### src/rtl/uart_line_engine.sv
// Line engine between the UART RX FIFO and the TX FIFO. It echoes each byte as it
// arrives, or buffers a line up to a terminator and replays it as-is, uppercased or reversed.
module uart_line_engine #(
    parameter int         LINE_DEPTH = 64,
    parameter logic [7:0] TERMINATOR = 8'h0D,
    parameter bit         APPEND_LF  = 1'b1,
    parameter int         LCNT_W     = 16
) (
    input  logic              clk,
    input  logic              rst_n,
    input  logic [1:0]        mode,
    input  logic              rx_fifo_empty,
    input  logic [7:0]        rx_fifo_data_out,
    output logic              rx_fifo_read_en,
    input  logic              uart_tx_fifo_ready,
    output logic              start_uart_tx,
    output logic [7:0]        uart_tx_data,
    input  logic              clear_overflow,
    output logic              overflow_flag,
    output logic [LCNT_W-1:0] line_count,
    output logic              busy
);

    localparam int              AW       = $clog2(LINE_DEPTH);
    localparam int              CW       = AW + 1;
    localparam logic [CW-1:0]   DEPTH_C  = CW'(LINE_DEPTH);
    localparam logic [CW-1:0]   ONE_C    = CW'(1);
    localparam logic [LCNT_W-1:0] LCNT_ONE = LCNT_W'(1);
    localparam logic [1:0]      MODE_ECHO  = 2'b00;
    localparam logic [1:0]      MODE_UPPER = 2'b10;
    localparam logic [1:0]      MODE_REV   = 2'b11;
    localparam logic [7:0]      LF_BYTE    = 8'h0A;

    typedef enum logic [2:0] {
        IDLE,
        POP,
        DECIDE,
        TX_BYTE,
        GAP,
        FLUSH,
        SEND_TERM,
        SEND_LF
    } state_t;

    state_t              state_q, state_d;
    state_t              after_q, after_d;
    logic [7:0]          hold_q, hold_d;
    logic [CW-1:0]       count_q, count_d;
    logic [CW-1:0]       idx_q, idx_d;
    logic [1:0]          mode_q, mode_d;
    logic                ovf_q, ovf_d;
    logic [LCNT_W-1:0]   lcnt_q, lcnt_d;

    logic [7:0]          line_buf [LINE_DEPTH];
    logic                buf_we;
    logic [AW-1:0]       rd_addr;
    logic [7:0]          rd_byte;
    logic [7:0]          flush_byte;
    logic                pop_req;
    logic                ovf_set;

    function automatic logic [7:0] to_upper(input logic [7:0] b);
        if (b >= 8'h61 && b <= 8'h7A) begin
            return b - 8'h20;
        end
        return b;
    endfunction

    // Reversed lines are read from the top of the filled region downwards.
    always_comb begin
        if (mode_q == MODE_REV) begin
            rd_addr = AW'(count_q - ONE_C - idx_q);
        end else begin
            rd_addr = AW'(idx_q);
        end
        rd_byte    = line_buf[rd_addr];
        flush_byte = (mode_q == MODE_UPPER) ? to_upper(rd_byte) : rd_byte;
    end

    always_comb begin
        state_d       = state_q;
        after_d       = after_q;
        hold_d        = hold_q;
        count_d       = count_q;
        idx_d         = idx_q;
        mode_d        = mode_q;
        lcnt_d        = lcnt_q;
        ovf_set       = 1'b0;
        buf_we        = 1'b0;
        pop_req       = 1'b0;
        start_uart_tx = 1'b0;
        uart_tx_data  = 8'h00;

        case (state_q)
            IDLE: begin
                if (count_q == '0) begin
                    mode_d = mode;
                end
                if (!rx_fifo_empty) begin
                    pop_req = 1'b1;
                    hold_d  = rx_fifo_data_out;
                    state_d = POP;
                end
            end
            POP: begin
                state_d = DECIDE;
            end
            DECIDE: begin
                if (mode_q == MODE_ECHO) begin
                    state_d = TX_BYTE;
                end else if (hold_q == TERMINATOR) begin
                    idx_d   = '0;
                    state_d = (count_q == '0) ? SEND_TERM : FLUSH;
                end else if (count_q < DEPTH_C) begin
                    buf_we  = 1'b1;
                    count_d = count_q + ONE_C;
                    state_d = IDLE;
                end else begin
                    ovf_set = 1'b1;
                    state_d = IDLE;
                end
            end
            TX_BYTE: begin
                uart_tx_data = hold_q;
                if (uart_tx_fifo_ready) begin
                    start_uart_tx = 1'b1;
                    after_d       = IDLE;
                    state_d       = GAP;
                    if (hold_q == TERMINATOR) begin
                        lcnt_d = lcnt_q + LCNT_ONE;
                    end
                end
            end
            GAP: begin
                state_d = after_q;
            end
            FLUSH: begin
                uart_tx_data = flush_byte;
                if (uart_tx_fifo_ready) begin
                    start_uart_tx = 1'b1;
                    idx_d         = idx_q + ONE_C;
                    after_d       = ((idx_q + ONE_C) == count_q) ? SEND_TERM : FLUSH;
                    state_d       = GAP;
                end
            end
            SEND_TERM: begin
                uart_tx_data = TERMINATOR;
                if (uart_tx_fifo_ready) begin
                    start_uart_tx = 1'b1;
                    state_d       = GAP;
                    if (APPEND_LF) begin
                        after_d = SEND_LF;
                    end else begin
                        after_d = IDLE;
                        count_d = '0;
                        lcnt_d  = lcnt_q + LCNT_ONE;
                    end
                end
            end
            SEND_LF: begin
                uart_tx_data = LF_BYTE;
                if (uart_tx_fifo_ready) begin
                    start_uart_tx = 1'b1;
                    after_d       = IDLE;
                    count_d       = '0;
                    lcnt_d        = lcnt_q + LCNT_ONE;
                    state_d       = GAP;
                end
            end
            default: begin
                state_d = IDLE;
            end
        endcase

        // A drop in the same cycle as a clear request must stay visible.
        ovf_d = ovf_q;
        if (clear_overflow) begin
            ovf_d = 1'b0;
        end
        if (ovf_set) begin
            ovf_d = 1'b1;
        end
    end

    always_ff @(posedge clk or negedge rst_n) begin
        if (!rst_n) begin
            state_q <= IDLE;
            after_q <= IDLE;
            hold_q  <= 8'h00;
            count_q <= '0;
            idx_q   <= '0;
            mode_q  <= 2'b00;
            ovf_q   <= 1'b0;
            lcnt_q  <= '0;
        end else begin
            state_q <= state_d;
            after_q <= after_d;
            hold_q  <= hold_d;
            count_q <= count_d;
            idx_q   <= idx_d;
            mode_q  <= mode_d;
            ovf_q   <= ovf_d;
            lcnt_q  <= lcnt_d;
        end
    end

    // Line storage carries no reset; the fill count decides what is valid.
    always_ff @(posedge clk) begin
        if (buf_we) begin
            line_buf[AW'(count_q)] <= hold_q;
        end
    end

    assign rx_fifo_read_en = pop_req & rst_n;
    assign overflow_flag   = ovf_q;
    assign line_count      = lcnt_q;
    assign busy            = (state_q != IDLE) || (count_q != '0);

endmodule

### config.mk
export PLATFORM = sky130hd
export DESIGN_NAME = uart_line_engine
export DESIGN_NICKNAME = d
export VERILOG_FILES = /design/src/rtl/uart_line_engine.sv
export SDC_FILE = /design/constraint.sdc
export NUM_CORES = 1
export LEC_CHECK = 0
export CORE_AREA = 8 8 204 206
export CTS_BUF_LIST = sky130_fd_sc_hd__clkbuf_16
export DETAILED_ROUTE_END_ITERATION = 6
export DIE_AREA = 0 0 212 214
export PLACE_DENSITY_LB_ADDON = 0.2
export SLEW_MARGIN = 20
export SYNTH_ARGS = -nofsm -noshare
export SYNTH_HDL_FRONTEND = slang
export SYNTH_SLANG_ARGS = --single-unit
### constraint.sdc
create_clock -name clk -period 9.07 [get_ports clk]
set_input_delay 1.3605 -clock clk [delete_from_list [all_inputs] [get_ports clk]]
set_output_delay 1.3605 -clock clk [all_outputs]
set_load 0.02 [all_outputs]
==> metrics.yaml <==
num_antenna_cells: 0
routed_wl_microns: 59300
first_pass_grt_wire_length_microns: 88100
drc: 0
worstMarginPinSlew_ns: 1.18
maximum_number_of_pins_on_one_net_before_global_route_repair: 115
yosys_most_used_dff: "edfxtp_1"
cts_inserted_buffers: 54
tritoncts: "yes"
avgRoutedWirePerCell_microns: 26.6
synth.top_cells.by_area: "edfxtp_1 65%, dfrtp_1 5.0%, nand2_1 4.7%"
synth-edff-count: 512
rsz0062_at_grt: "false"
syn_to_final_growth_pct: 11.6
synth.ff_latch_count: 559
peakVddDrop_mv: 0.378
path_clk_slew_ns: 0.06
syn-num-nets: 1659
placement.cell_area_sq_um: 24300
finalSetupViolCount: 0
crit_path_frequent_cell: "a311oi_1"
power_mw: 9.78
globalRoute.totalOverflow: 0
fp.dieH_microns: 214
power_leakage_nw: 8.85
std_cell_rows: 72
initial_core_util: 0.614
maximum_capacitance_violations: 0
cts.repair_timing.setup_buffer_count: 0
final_count_of_pins_violating_max_slew: 0
cpLargestDelayFamily: "simple AND/OR/NAND/NOR gates"
detailroute.via_count: 14436
post_synth_inst_count: 1633
post-route-util: 0.685
final-instance-count-excl-fill: 2228
io_buffers: 42
die_area_sq_um: 45400
place.detailed.hpwl_microns: 35500
clock_tree.htree_level_count: 2
arr_time_crit_path_ns: 6.31
tritoncts_sink_count: 559
drt_iter0_drc: 1899
grt_antenna_before_repair: 0
number_of_gates_resized_after_cts: 0
clk_latency_ns: 0.61
global_route.usage.total: 0.261
required_time_reported_for_the_critical_path_endpoint_ns: 7.71
finalHoldViolations: 0
outcome: "finished clean"
layout-drive-gt1-share: 0.123
worst-path-buf-inv: 1
synthDominantAreaCellType: "edfxtp_1"
finalWeightedCongestion: 0.912
power_per_cell_area_nw_per_um2: 373
final.setup.tns_ns: 0
final_design_area_no_fill_sq_um: 26200
synth_cell_type_count: 77
finalClockSkew_ns: 0.0151
worst-setup-path-type: "reg2out"
numPlacedInstances: 2127
die-width_microns: 212
hp-class: "reg2reg"
drt_first_pass_iters: 6
critical_path.slowest_cell: "dfrtp_1"
core-area_sq_um: 38300
holdBufCountCts: 0
cp_max_fo: 28
final_min_period_over_clock_period: 0.846
drtAntennaViolNets: 0
synth.yosys.seq_area_share: 0.704
design.final.nets: 1691
max-clock-path-buffers: 3
synth_top_cell_area_share: 0.654
synth-async-reset-ratio: 0.0841
num_io_pins: 43
post_synth_instance_area_sq_um: 23500
cts.root.buffer_cell: "clkbuf_16"
period_needed_ns: 7.67
viasPerCell: 6.48
grt_pass1_vias: 13988
cp_slowest_stage_delay_ns: 0.75
avgSynthCellArea_sq_um: 14.4
endpoint_kind_of_the_worst_setup_timing_path: "output pin"
synthesis.yosys.warnings: 0
timing.critical_path.from_type: "flip-flop"
max_freq_mhz: 130
timing.critical_path.cells: "nand2_1 > o31ai_2 > and2_2 > and3_1 > a311oi_1 > a311oi_1 > a211oi_1 > nor4_1 > a22oi_1 > or3_4 > o21ai_0 > clkdlybuf4s50_1"
yosysMostFrequentCell: "edfxtp_1"
synthTopCellsByCount: "512 x edfxtp_1, 296 x nand2_1, 134 x nand3_1"
timing.slew.headroom: 0.210
cell type report:
| type | instances | area [sq um] |
|---|---|---|
| clock buffer | 55 | 1380 |
| clock inverter | 46 | 504 |
| fill | 2583 | 12100 |
| inverter | 16 | 60.1 |
| multi-input combinational | 963 | 6420 |
| sequential | 559 | 16600 |
| tap | 518 | 648 |
| timing repair buffer | 71 | 658 |
per-stage QoR:
stage          hold slack, ns  worst slack, ns
2_1_floorplan           0.482             3.89
3_3_place_gp            0.460             2.23
3_5_place_dp            0.469             2.12
4_1_cts                 0.487             1.48
5_1_grt                 0.504             1.23
6_report                0.476             1.40
worst paths after layout:
path                           startpoint               to  slack, ns  depth (start not counted)
max                             mode_q[1]  uart_tx_data[7]       1.40                         12
min                        line_count[15]   line_count[15]       0.48                          1
max reg2reg                     hold_q[7]  line_buf[11][5]       4.78                          8
min reg2reg                line_count[15]   line_count[15]       0.48                          1
max in group asynchronous           rst_n        hold_q[2]       7.75                          2
min in group asynchronous           rst_n   line_count[10]       0.85                          2
power breakdown:
group	switching, mW	leakage [nW]	internal [mW]
sequential	0.175	5.21	3.26
combinational	2.65	2.67	1.32
clock	0.963	0.964	1.41
kinds of logic (layout without fill, tap and decap cells):
group | count (synthesis) | count (layout) | synth area share
AO/OA/AOI/OAI | 182 | 182 | 0.0576
adder cells (fa/ha/maj) | 11 | 11 | 0.00617
XOR/XNOR | 31 | 31 | 0.0115
flip-flops | 559 | 559 | 0.704
multiplexers | 130 | 130 | 0.0823
AND/OR/NAND/NOR | 609 | 609 | 0.113
buffers and inverters | 111 | 188 | 0.0253
cells in the final DEF (no fill, tap or decap), types with 9 or more instances in the layout:
cell / instances
a21oi_1: 21
a311oi_1: 11
a31oi_1: 10
a32oi_1: 9
and3_1: 20
buf_4: 27
bufinv_16: 11
clkbuf_16: 55
clkdlybuf4s50_1: 41
clkinv_1: 9
clkinv_2: 11
dfrtp_1: 39
edfxtp_1: 512
ha_1: 10
inv_1: 27
mux2_2: 18
mux2i_1: 64
mux4_2: 45
nand2_1: 295
nand3_1: 134
nor2_1: 102
o21ai_0: 31
xnor2_1: 17
xor2_1: 14
flip-flops by register name, summed over array words and instances, names as in the netlist:
register	count
idx_q	7
hold_q	8
mode_q	2
state_q	3
line_count	16
after_q	3
line_buf	512
overflow_flag	1
count_q	7
metal layers:
metal | part of all wire | up-vias | GRT usage | wire length (microns)
met4 | 0.034 | 0 | 0.0924 | 2040
li1 | - | 6247 | - | -
met1 | 0.39 | 7143 | 0.365 | 23200
met3 | 0.12 | 131 | 0.0666 | 6900
met2 | 0.46 | 915 | 0.394 | 27200
met5 | 0 | - | 0 | 0
Note: power is estimated with default switching activity, not from simulation.
